--- src/rtl/axi4_pkg.sv ---
// Shared AXI4 encodings, widths and FSM state codes for the RAM responder.
// Read FIFO entries carry data, id and last together so one beat moves as one word.
package axi4_pkg;

  localparam int ID_W   = 4;
  localparam int LEN_W  = 8;
  localparam int DATA_W = 32;
  localparam int STRB_W = 4;

  typedef enum logic [1:0] {
    BURST_FIXED = 2'b00,
    BURST_INCR  = 2'b01,
    BURST_WRAP  = 2'b10,
    BURST_RSVD  = 2'b11
  } burst_e;

  localparam logic [1:0] RESP_OKAY = 2'b00;

  localparam logic [1:0] ST_IDLE  = 2'd0;
  localparam logic [1:0] ST_WRITE = 2'd1;
  localparam logic [1:0] ST_WRESP = 2'd2;
  localparam logic [1:0] ST_READ  = 2'd3;

  typedef struct packed {
    logic [DATA_W-1:0] data;
    logic [ID_W-1:0]   id;
    logic              last;
  } rd_entry_t;

endpackage

--- src/rtl/axi4_ram_responder_if.sv ---
// AXI4 channel bundle between a master and the RAM responder.
// The responder drives the ready/response side through the slave modport.
interface axi4_ram_responder_if;
  import axi4_pkg::*;

  logic              awvalid;
  logic [31:0]       awaddr;
  logic [ID_W-1:0]   awid;
  logic [LEN_W-1:0]  awlen;
  logic [1:0]        awburst;
  logic              awready;

  logic              wvalid;
  logic [DATA_W-1:0] wdata;
  logic [STRB_W-1:0] wstrb;
  logic              wlast;
  logic              wready;

  logic              bvalid;
  logic [1:0]        bresp;
  logic [ID_W-1:0]   bid;
  logic              bready;

  logic              arvalid;
  logic [31:0]       araddr;
  logic [ID_W-1:0]   arid;
  logic [LEN_W-1:0]  arlen;
  logic [1:0]        arburst;
  logic              arready;

  logic              rvalid;
  logic [DATA_W-1:0] rdata;
  logic [1:0]        rresp;
  logic [ID_W-1:0]   rid;
  logic              rlast;
  logic              rready;

  modport slave (
    input  awvalid, awaddr, awid, awlen, awburst,
    output awready,
    input  wvalid, wdata, wstrb, wlast,
    output wready,
    output bvalid, bresp, bid,
    input  bready,
    input  arvalid, araddr, arid, arlen, arburst,
    output arready,
    output rvalid, rdata, rresp, rid, rlast,
    input  rready
  );

  modport master (
    output awvalid, awaddr, awid, awlen, awburst,
    input  awready,
    output wvalid, wdata, wstrb, wlast,
    input  wready,
    input  bvalid, bresp, bid,
    output bready,
    output arvalid, araddr, arid, arlen, arburst,
    input  arready,
    input  rvalid, rdata, rresp, rid, rlast,
    output rready
  );

endinterface

--- src/rtl/axi4_burst_addr_gen.sv ---
// Combinational next-beat byte address for FIXED/INCR/WRAP bursts.
// WRAP with a length other than 2/4/8/16 beats, and the reserved code, step like INCR.
module axi4_burst_addr_gen
  import axi4_pkg::*;
#(
  parameter int AW = 16
) (
  input  logic [AW-1:0]    addr,
  input  logic [LEN_W-1:0] len,
  input  logic [1:0]       burst,
  output logic [AW-1:0]    next_addr
);

  logic [AW-1:0] incr_addr;
  logic [AW-1:0] wrap_mask;
  logic          wrap_ok;

  always_comb begin
    incr_addr = addr + AW'(4);
    wrap_ok   = (len == 8'd1) || (len == 8'd3) || (len == 8'd7) || (len == 8'd15);
    // (len+1)*4-1 for the legal wrap lengths is just len with two ones appended
    wrap_mask = AW'({len[3:0], 2'b11});
    case (burst)
      BURST_FIXED: next_addr = addr;
      BURST_WRAP:  next_addr = wrap_ok ? ((addr & ~wrap_mask) | (incr_addr & wrap_mask))
                                       : incr_addr;
      default:     next_addr = incr_addr;
    endcase
  end

endmodule

--- src/rtl/axi4_ram_responder.sv ---
// AXI4 slave that turns one burst at a time into single-cycle accesses on a
// synchronous RAM (1-cycle read latency) with a 2-entry read return FIFO.
//
// state    | meaning
// ST_IDLE  | arbitrate AW/AR, latch burst on handshake
// ST_WRITE | one W beat per cycle straight to the RAM write port
// ST_WRESP | hold B response until bready
// ST_READ  | issue RAM reads, return beats through the FIFO until rlast pops
module axi4_ram_responder
  import axi4_pkg::*;
#(
  parameter int RAM_AW = 14
) (
  input  logic                   clk_i,
  input  logic                   rst_n_i,
  axi4_ram_responder_if.slave    bus,
  output logic [RAM_AW-1:0]      ram_addr_o,
  output logic [STRB_W-1:0]      ram_wr_o,
  output logic [DATA_W-1:0]      ram_wdata_o,
  output logic                   ram_rd_o,
  input  logic [DATA_W-1:0]      ram_rdata_i
);

  localparam int BAW = RAM_AW + 2;

  logic [1:0]       state_q;
  logic             prio_wr_q;
  logic [ID_W-1:0]  id_q;
  logic [BAW-1:0]   addr_q;
  logic [BAW-1:0]   addr_next;
  logic [LEN_W-1:0] len_q;
  logic [1:0]       burst_q;
  logic [LEN_W:0]   beat_q;
  logic             in_flight_q;
  logic             in_flight_last_q;
  rd_entry_t        fifo_q [2];
  logic             wr_ptr_q;
  logic             rd_ptr_q;
  logic [1:0]       count_q;

  logic             is_idle;
  logic             contend;
  logic             grant_wr;
  logic             grant_rd;
  logic             aw_hs;
  logic             ar_hs;
  logic             w_beat;
  logic             at_last_beat;
  logic             b_hs;
  logic             beats_left;
  logic             rd_issue;
  logic             push;
  logic             pop;
  logic [1:0]       occupancy;
  rd_entry_t        head;

  // Arbitration: a lone request wins; on contention the toggle bit decides.
  assign is_idle     = (state_q == ST_IDLE);
  assign contend     = bus.awvalid && bus.arvalid;
  assign grant_wr    = bus.awvalid && (!bus.arvalid || prio_wr_q);
  assign grant_rd    = bus.arvalid && (!bus.awvalid || !prio_wr_q);
  assign bus.awready = is_idle && grant_wr;
  assign bus.arready = is_idle && grant_rd;
  assign aw_hs       = bus.awvalid && bus.awready;
  assign ar_hs       = bus.arvalid && bus.arready;

  assign at_last_beat = (beat_q == {1'b0, len_q});
  assign bus.wready   = (state_q == ST_WRITE);
  assign w_beat       = bus.wready && bus.wvalid;

  assign bus.bvalid = (state_q == ST_WRESP);
  assign bus.bresp  = RESP_OKAY;
  assign bus.bid    = id_q;
  assign b_hs       = bus.bvalid && bus.bready;

  assign head       = fifo_q[rd_ptr_q];
  assign bus.rvalid = (count_q != 2'd0);
  assign pop        = bus.rvalid && bus.rready;
  assign push       = in_flight_q;

  // Reads in flight plus buffered beats may never exceed the FIFO depth.
  assign occupancy  = {1'b0, in_flight_q} + count_q - {1'b0, pop};
  assign beats_left = (beat_q <= {1'b0, len_q});
  assign rd_issue   = (state_q == ST_READ) && beats_left && (occupancy < 2'd2);

  assign bus.rdata = bus.rvalid ? head.data : '0;
  assign bus.rid   = bus.rvalid ? head.id   : '0;
  assign bus.rlast = bus.rvalid ? head.last : 1'b0;
  assign bus.rresp = RESP_OKAY;

  assign ram_addr_o  = addr_q[BAW-1:2];
  assign ram_wr_o    = w_beat ? bus.wstrb : '0;
  assign ram_wdata_o = w_beat ? bus.wdata : '0;
  assign ram_rd_o    = rd_issue;

  logic unused_bits;
  assign unused_bits = ^{bus.wlast, bus.awaddr[31:BAW], bus.awaddr[1:0],
                         bus.araddr[31:BAW], bus.araddr[1:0]};

  axi4_burst_addr_gen #(
    .AW (BAW)
  ) u_addr_gen (
    .addr      (addr_q),
    .len       (len_q),
    .burst     (burst_q),
    .next_addr (addr_next)
  );

  always_ff @(posedge clk_i or negedge rst_n_i) begin
    if (!rst_n_i) begin
      state_q          <= ST_IDLE;
      prio_wr_q        <= 1'b1;
      id_q             <= '0;
      addr_q           <= '0;
      len_q            <= '0;
      burst_q          <= BURST_INCR;
      beat_q           <= '0;
      in_flight_q      <= 1'b0;
      in_flight_last_q <= 1'b0;
    end else begin
      in_flight_q <= rd_issue;
      if (rd_issue) begin
        in_flight_last_q <= at_last_beat;
      end
      case (state_q)
        ST_IDLE: begin
          if (contend) begin
            prio_wr_q <= ~prio_wr_q;
          end
          if (aw_hs) begin
            id_q    <= bus.awid;
            addr_q  <= {bus.awaddr[BAW-1:2], 2'b00};
            len_q   <= bus.awlen;
            burst_q <= bus.awburst;
            beat_q  <= '0;
            state_q <= ST_WRITE;
          end else if (ar_hs) begin
            id_q    <= bus.arid;
            addr_q  <= {bus.araddr[BAW-1:2], 2'b00};
            len_q   <= bus.arlen;
            burst_q <= bus.arburst;
            beat_q  <= '0;
            state_q <= ST_READ;
          end
        end
        ST_WRITE: begin
          if (w_beat) begin
            addr_q <= addr_next;
            beat_q <= beat_q + 1'b1;
            if (at_last_beat) begin
              state_q <= ST_WRESP;
            end
          end
        end
        ST_WRESP: begin
          if (b_hs) begin
            state_q <= ST_IDLE;
          end
        end
        ST_READ: begin
          if (rd_issue) begin
            addr_q <= addr_next;
            beat_q <= beat_q + 1'b1;
          end
          if (pop && head.last) begin
            state_q <= ST_IDLE;
          end
        end
        default: state_q <= ST_IDLE;
      endcase
    end
  end

  // RAM data arrives the cycle after the strobe; capture it with its tag.
  always_ff @(posedge clk_i or negedge rst_n_i) begin
    if (!rst_n_i) begin
      fifo_q[0] <= '0;
      fifo_q[1] <= '0;
      wr_ptr_q  <= 1'b0;
      rd_ptr_q  <= 1'b0;
      count_q   <= 2'd0;
    end else begin
      if (push) begin
        fifo_q[wr_ptr_q] <= '{data: ram_rdata_i, id: id_q, last: in_flight_last_q};
        wr_ptr_q         <= ~wr_ptr_q;
      end
      if (pop) begin
        rd_ptr_q <= ~rd_ptr_q;
      end
      case ({push, pop})
        2'b10:   count_q <= count_q + 2'd1;
        2'b01:   count_q <= count_q - 2'd1;
        default: count_q <= count_q;
      endcase
    end
  end

endmodule

--- src/flat_wrapper.sv ---
// flat-port wrapper written by rule: the top's interface ports become plain ports
module axi4_ram_responder_flat import axi4_pkg::*;
#(
  parameter int RAM_AW = 14
)
  (clk_i, rst_n_i, ram_addr_o, ram_wr_o, ram_wdata_o, ram_rd_o, ram_rdata_i, bus_awvalid, bus_awaddr, bus_awid, bus_awlen, bus_awburst, bus_awready, bus_wvalid, bus_wdata, bus_wstrb, bus_wlast, bus_wready, bus_bvalid, bus_bresp, bus_bid, bus_bready, bus_arvalid, bus_araddr, bus_arid, bus_arlen, bus_arburst, bus_arready, bus_rvalid, bus_rdata, bus_rresp, bus_rid, bus_rlast, bus_rready);
  axi4_ram_responder_if bus_i ();
  input  logic clk_i;
  input  logic rst_n_i;
  output logic [RAM_AW-1:0] ram_addr_o;
  output logic [STRB_W-1:0] ram_wr_o;
  output logic [DATA_W-1:0] ram_wdata_o;
  output logic ram_rd_o;
  input  logic [DATA_W-1:0] ram_rdata_i;
  input wire logic [$bits(bus_i.awvalid)-1:0] bus_awvalid;
  input wire logic [$bits(bus_i.awaddr)-1:0] bus_awaddr;
  input wire logic [$bits(bus_i.awid)-1:0] bus_awid;
  input wire logic [$bits(bus_i.awlen)-1:0] bus_awlen;
  input wire logic [$bits(bus_i.awburst)-1:0] bus_awburst;
  output wire logic [$bits(bus_i.awready)-1:0] bus_awready;
  input wire logic [$bits(bus_i.wvalid)-1:0] bus_wvalid;
  input wire logic [$bits(bus_i.wdata)-1:0] bus_wdata;
  input wire logic [$bits(bus_i.wstrb)-1:0] bus_wstrb;
  input wire logic [$bits(bus_i.wlast)-1:0] bus_wlast;
  output wire logic [$bits(bus_i.wready)-1:0] bus_wready;
  output wire logic [$bits(bus_i.bvalid)-1:0] bus_bvalid;
  output wire logic [$bits(bus_i.bresp)-1:0] bus_bresp;
  output wire logic [$bits(bus_i.bid)-1:0] bus_bid;
  input wire logic [$bits(bus_i.bready)-1:0] bus_bready;
  input wire logic [$bits(bus_i.arvalid)-1:0] bus_arvalid;
  input wire logic [$bits(bus_i.araddr)-1:0] bus_araddr;
  input wire logic [$bits(bus_i.arid)-1:0] bus_arid;
  input wire logic [$bits(bus_i.arlen)-1:0] bus_arlen;
  input wire logic [$bits(bus_i.arburst)-1:0] bus_arburst;
  output wire logic [$bits(bus_i.arready)-1:0] bus_arready;
  output wire logic [$bits(bus_i.rvalid)-1:0] bus_rvalid;
  output wire logic [$bits(bus_i.rdata)-1:0] bus_rdata;
  output wire logic [$bits(bus_i.rresp)-1:0] bus_rresp;
  output wire logic [$bits(bus_i.rid)-1:0] bus_rid;
  output wire logic [$bits(bus_i.rlast)-1:0] bus_rlast;
  input wire logic [$bits(bus_i.rready)-1:0] bus_rready;
  assign bus_i.awvalid = bus_awvalid;
  assign bus_i.awaddr = bus_awaddr;
  assign bus_i.awid = bus_awid;
  assign bus_i.awlen = bus_awlen;
  assign bus_i.awburst = bus_awburst;
  assign bus_awready = bus_i.awready;
  assign bus_i.wvalid = bus_wvalid;
  assign bus_i.wdata = bus_wdata;
  assign bus_i.wstrb = bus_wstrb;
  assign bus_i.wlast = bus_wlast;
  assign bus_wready = bus_i.wready;
  assign bus_bvalid = bus_i.bvalid;
  assign bus_bresp = bus_i.bresp;
  assign bus_bid = bus_i.bid;
  assign bus_i.bready = bus_bready;
  assign bus_i.arvalid = bus_arvalid;
  assign bus_i.araddr = bus_araddr;
  assign bus_i.arid = bus_arid;
  assign bus_i.arlen = bus_arlen;
  assign bus_i.arburst = bus_arburst;
  assign bus_arready = bus_i.arready;
  assign bus_rvalid = bus_i.rvalid;
  assign bus_rdata = bus_i.rdata;
  assign bus_rresp = bus_i.rresp;
  assign bus_rid = bus_i.rid;
  assign bus_rlast = bus_i.rlast;
  assign bus_i.rready = bus_rready;
  axi4_ram_responder #(.RAM_AW(RAM_AW)) u_core (.clk_i(clk_i), .rst_n_i(rst_n_i), .bus(bus_i), .ram_addr_o(ram_addr_o), .ram_wr_o(ram_wr_o), .ram_wdata_o(ram_wdata_o), .ram_rd_o(ram_rd_o), .ram_rdata_i(ram_rdata_i));
endmodule
--- config.mk ---
export PLATFORM = sky130hd
export DESIGN_NAME = axi4_ram_responder_flat
export DESIGN_NICKNAME = d
export VERILOG_FILES = /design/src/rtl/axi4_pkg.sv /design/src/rtl/axi4_ram_responder_if.sv /design/src/rtl/axi4_burst_addr_gen.sv /design/src/rtl/axi4_ram_responder.sv /design/src/flat_wrapper.sv
export SDC_FILE = /design/constraint.sdc
export NUM_CORES = 1
export LEC_CHECK = 0
export BUFFER_PORTS_ARGS = -buffer_cell sky130_fd_sc_hd__clkbuf_2
export CORE_MARGIN = 8
export CORE_UTILIZATION = 53
export DETAILED_ROUTE_END_ITERATION = 10
export GPL_ROUTABILITY_DRIVEN = 1
export HOLD_SLACK_MARGIN = 0.05
export PLACE_DENSITY = 0.89
export SLEW_MARGIN = 20
export SYNTH_ARGS = -nofsm -noshare
export SYNTH_HDL_FRONTEND = slang
export SYNTH_SLANG_ARGS = --single-unit
--- constraint.sdc ---
create_clock -name clk_i -period 7.3 [get_ports clk_i]
set_clock_uncertainty 0.05 [all_clocks]
set_input_delay 0.73 -clock clk_i [delete_from_list [all_inputs] [get_ports clk_i]]
set_output_delay 0.73 -clock clk_i [all_outputs]
set_load 0.01 [all_outputs]
## After elaboration in Yosys (flattened, before gate mapping)

Index checks and enable logic that the tools add are counted.
Widths: inputs -> output; s select.

| operators by class | value |
|---|---|
| add/subtract/negate cells | 6 |
| magnitude comparators | 5 |
| eq/ne operators | 17 |
| multiplexer cells | 37 |
| bitwise logic cells | 9 |
| reduce and logical (&&, ||, !) cells | 32 |

Operator list:

| cell | count |
|---|---|
| $mux 37 | 4 |
| $mux 16 | 5 |
| $bwmux 74 | 1 |
| $mux 32 | 2 |
| $pmux 16 s3 | 1 |
| $demux 37 s1 | 1 |
| $mux 9 | 4 |
| $pmux 16 s2 | 1 |
| $pmux 9 s3 | 1 |
| $add 16x3->16 const B | 1 |
| $and 16x16->16 | 1 |
| $and 16x6->16 | 1 |
| $mux 2 | 8 |
| $mux 4 | 4 |
| $mux 8 | 2 |
| $not 6->16 | 1 |
| $or 16x16->16 | 1 |
| $logic_and 1x1->1 | 14 |
| $add 9x1->9 const B | 1 |
| $eq 9x8->1 | 1 |
| $le 9x8->1 | 1 |
| $eq 2x2->1 const B | 4 |
| $eq 8x1->1 const B | 1 |
| $eq 8x2->1 const B | 1 |
| 26 further kinds | 44 |

| storage, ports and cells | value |
|---|---|
| bits in registers | 122 |
| bits of input ports | 168 |
| logic and storage cells | 124 |

## Logic depth before layout (Yosys ltp)

| depth | value |
|---|---|
| word-level depth | 8 |
| mapped depth | 12 |
| gate-level depth less buffers | 11 |

## Hierarchy

A second synthesis with hierarchy kept.

| unflattened totals | value |
|---|---|
| cells, all modules | 657 |
| area total of the unflattened synthesis | 6642.6 sq um |

By module, submodules not included:

| module | instances | cells an instance | area each (sq um) | seq. area each (sq um) |
|---|---|---|---|---|
| axi4_ram_responder | 1 | 610 | 6303.5 | 3055.4 |
| axi4_burst_addr_gen | 1 | 47 | 339.1 | 0.0 |

## Worst setup path before layout

OpenSTA, ideal clock, no wires.

| timing path | value |
|---|---|
| path kind | in2reg |
| start point | input bus_rready |
| end point | register u_core.addr_q[10] |
| setup time | 0.121 ns |
| arrival | 2.546 ns |
| slack | 4.583 ns |
| stages | 10 |
| path buffers | 1 |
| cell sequence | nand2_1 -> inv_1 -> ha_1 -> nor2b_1 -> and3b_1 -> o32ai_1 -> nor4b_1 -> buf_2 -> o21ai_0 -> a22o_1 |

| on the way | value |
|---|---|
| longest elaborated chain between the ends | 6 |

RTL lines:

| item | RTL line | text |
|---|---|---|
| from (decl) | flat_wrapper.sv:41 | `input wire logic [$bits(bus_i.rready)-1:0] bus_rready;` |
| $logic_and 1x1->1 | axi4_ram_responder.sv:78 | `assign pop = bus.rvalid && bus.rready;` |
| named net u_core.pop | axi4_ram_responder.sv:53 | `logic pop;` |
| $sub 2x1->2 | axi4_ram_responder.sv:82 | `assign occupancy = {1'b0, in_flight_q} + count_q - {1'b0, pop};` |
| $lt 2x2->1 | axi4_ram_responder.sv:84 | `assign rd_issue = (state_q == ST_READ) && beats_left && (occupancy < 2'd2);` |
| $logic_and 1x1->1 | axi4_ram_responder.sv:84 |  |
| $ne 2x1->1 (no source line) | -- |  |
| $reduce_and 4->1 (no source line) | -- |  |
| to (signal assigned) | axi4_ram_responder.sv:132 | `addr_q <= {bus.awaddr[BAW-1:2], 2'b00};` |
| to (signal assigned) | axi4_ram_responder.sv:139 | `addr_q <= {bus.araddr[BAW-1:2], 2'b00};` |
| to (signal assigned) | axi4_ram_responder.sv:148 | `addr_q <= addr_next;` |
| to (decl) | axi4_ram_responder.sv:29 | `logic [BAW-1:0] addr_q;` |

The timed path passes the listed nets, and every way through them passes these cells.
A chain may end at the register's enable or synchronous reset.

## Final worst setup path

| timing path | value |
|---|---|
| start point | register u_core.state_q[0] |
| end point | output bus_awready |

| on the way | value |
|---|---|
| longest elaborated chain between the ends | 2 |

RTL lines:

| item | RTL line | text |
|---|---|---|
| from (decl) | axi4_ram_responder.sv:26 | `logic [1:0] state_q;` |
| from (signal assigned) | axi4_ram_responder.sv:111 | `state_q <= ST_IDLE;` |
| from (signal assigned) | axi4_ram_responder.sv:136 | `state_q <= ST_WRITE;` |
| from (signal assigned) | axi4_ram_responder.sv:143 | `state_q <= ST_READ;` |
| $logic_not 2->1 | axi4_ram_responder.sv:58 | `assign is_idle = (state_q == ST_IDLE);` |
| $logic_and 1x1->1 | axi4_ram_responder.sv:62 | `assign bus.awready = is_idle && grant_wr;` |
| to (decl) | flat_wrapper.sv:20 | `output wire logic [$bits(bus_i.awready)-1:0] bus_awready;` |

Every way passes these cells.

==> flow_summary.ini <==
[clock_network]
cts_max_level = 4
clk-insertion-delay-late_ns = 0.40
clk_pin_slew_ns = 0.06
cts_buffers = 17
ctsResizeCount = 0
cts_tree = built
post-cts-setup-buffer-count = 0
cts_root_buffer = clkbuf_16
postCtsHoldBufs = 0
cts_buffer_depth = 2
clkSinkCount = 120

[setup_path]
worstSetupPathType = reg2out
critPathBufInv = 2
cp-start-kind = flip-flop
crit_path_end_kind = output port
critPathSlowestCell = inv_2
critPathMaxFanout = 38
critPathRequiredTime_ns = 6.52
cp_top_family = buffers and inverters
timing.rr.start = u_core.count_q[0]$_DFFE_PN0N_
path_cells = nor2_4 -> nand3_1 -> inv_2 -> clkbuf_2
startpoint = u_core.state_q[0]$_DFFE_PN0P_
crit_arrival_ns = 3.28
cp_slowest_stage_delay_ns = 0.83

[sta]
period_minus_slack_ns = 4.06
fin_ws_ns = 3.24
fmax_ghz = 0.246
rsz0062_at_grt = no
slew_violations = 0
fin_setup_tns_ns = 0
setup-violations-final = 0
hold_viol = 0
slew_headroom = 0.308
worstMarginPinSlew_ns = 1.04
fin_hold_ws_ns = 0.293
fin_crit_sh = 0.556

[finish]
drive_gt1_frac = 0.415
area_growth_syn_to_layout_pct = 29.8
nNetsFinal = 1035
diodes = 0
fillers = 884
multi_input_area_mm2 = 0.00328
register_area_mm2 = 0.00301
finalInstanceArea_mm2 = 0.00841

[run]
max_cap_violations = 0

[synth]
syn_area_mm2 = 0.00648
synth_top_area_frac = 0.456
yosysWarnings = 0
syn_avg_cell_area_um2 = 10.1
synth.most_common_cell = dfrtp_1
ys_seq_area_frac = 0.464
ys_ff_latch = 120
synth_edf_count = 0
synth_cells = 640
yosys.area.top_type = dfrtp_1
async_flop_share = 1.00
ys_types = 52
synth_area_leaders = dfrtp_1, mux2_2, mux2i_1
dominantRegCellSynth = dfrtp_1
yosys-top-cells-count = dfrtp_1, mux2_2, nor2_1

[detailed_routing]
wl_um = 18200
via_per_inst = 5.53
vias = 5612
remaining_drc_errors = 0
wire_per_inst_um = 17.9
drt_pre_antenna_iters = 4
drt_iter0_markers = 379
antenna_left = 0

[global_route]
grt_pass1_wl_um = 29400
grt_pass1_vias = 5866
antenna_found_initial = 0
track_usage = 0.227
grt_overflow_total = 0
grt_start_max_net_pins = 70

[power_and_ir_drop]
max-vdd-ir-drop_v = 0.000188
leakage_uw = 0.00424
p_per_area_mw_per_mm2 = 466
power_uw = 3920

[placement]
gp_congestion = 0.829
placedInstanceArea_mm2 = 0.00771
dp_slack_ns = 3.21
port_buffers = 227
dp_hpwl_um = 13000

[die]
fp.dieH_um = 127
start_util = 0.542
rows = 40
die_x_um = 127
dieArea_mm2 = 0.0160
io-pin-count = 269
core_area_mm2 = 0.0120

[hold_path]
hold_class = in2async

[status]
outcome = finished, final reports clean
## registers in the layout (all words and copies together) (netlist names), named ones only
register / count
u_core.fifo_q: 74
u_core.addr_q: 11
u_core.rd_ptr_q: 1
u_core.prio_wr_q: 1
u_core.beat_q: 9
u_core.wr_ptr_q: 1
u_core.count_q: 2
u_core.burst_q: 2
u_core.len_q: 8
u_core.in_flight_q: 1
u_core.state_q: 2
u_core.in_flight_last_q: 1
u_core.bus.bid: 4
## cell usage in the layout (no fill, tap or decap), types with 6 or more instances in the layout
cell type    n
ha_1        12
inv_1       18
a31oi_1     14
buf_4        6
mux2i_1     39
nor2_1      66
a21oi_1     18
mux2_2      78
a22o_1      11
o21ai_0     20
clkbuf_2   226
nand2_1     64
nand3_1     14
and2_1      36
and3_1      10
xnor2_1      6
clkbuf_16   17
dfrtp_1    117
## power by group
part           internal (uW)  switching [uW]
Clock                    618             310
Sequential               994             328
Combinational            808             866
## final cells by class
class,count,share of cell area
clock buffers,18,0.0522
clock inverters,14,0.0265
inverters,19,0.00848
multi-input cells,464,0.390
flip-flops and latches,120,0.358
well taps,147,0.0219
repair buffers,233,0.143
## cells by family (layout without fill, tap and decap cells)
kind of cell | Yosys count | in the layout | synth area share
compound gates | 93 | 93 | 0.0946
other cells | 1 | 4 | 0.000578
buf+inv | 59 | 284 | 0.0374
simple gates | 228 | 228 | 0.171
fa+ha+maj | 12 | 12 | 0.0232
flops | 120 | 120 | 0.464
mux | 117 | 117 | 0.196
xor+xnor | 10 | 10 | 0.0135
## through the flow
stage / std cells / utilization
after floorplan: 643 / -
after global placement: 982 / 0.645
after detailed placement: 982 / 0.645
after CTS: 1014 / 0.700
after global routing: 1015 / 0.703
final: 1015 / 0.703
## worst register-to-register path, delay by kind of cell, from the launching register on
kind,cells,cell delay [ns]
AOI/OAI and AO/OA,2,0.78
adders and majority gates,1,0.35
buffers and inverters,2,0.24
DFF,1,0.45
muxes,1,0.37
and+or+nand+nor,5,1.51
## routing by layer
metal | up-vias | wire length, um | GRT usage
li1 | 2668 | - | -
met1 | 2675 | 7480 | 0.261
met3 | 21 | 1570 | 0.0817
met5 | - | 0 | 0
met2 | 248 | 8870 | 0.392
met4 | 0 | 256 | 0.0602
## path summary, 6_finish.rpt
path / endpoint / slack (ns) / cells past startpoint
max in group asynchronous: u_core.rd_ptr_q$_DFFE_PN0P_ / 5.48 / 2
worst max register to register: flip-flop / 3.45 / 11
worst min-delay path: u_core.fifo_q[18]$_DFFE_PN0P_ / 0.29 / 1
min in group clk_i: u_core.prio_wr_q$_DFFE_PN1P_ / 0.45 / 1
worst min register to register: u_core.prio_wr_q$_DFFE_PN1P_ / 0.45 / 1
worst max-delay path: bus_awready / 3.24 / 4
(Power assumes the default switching activity.)
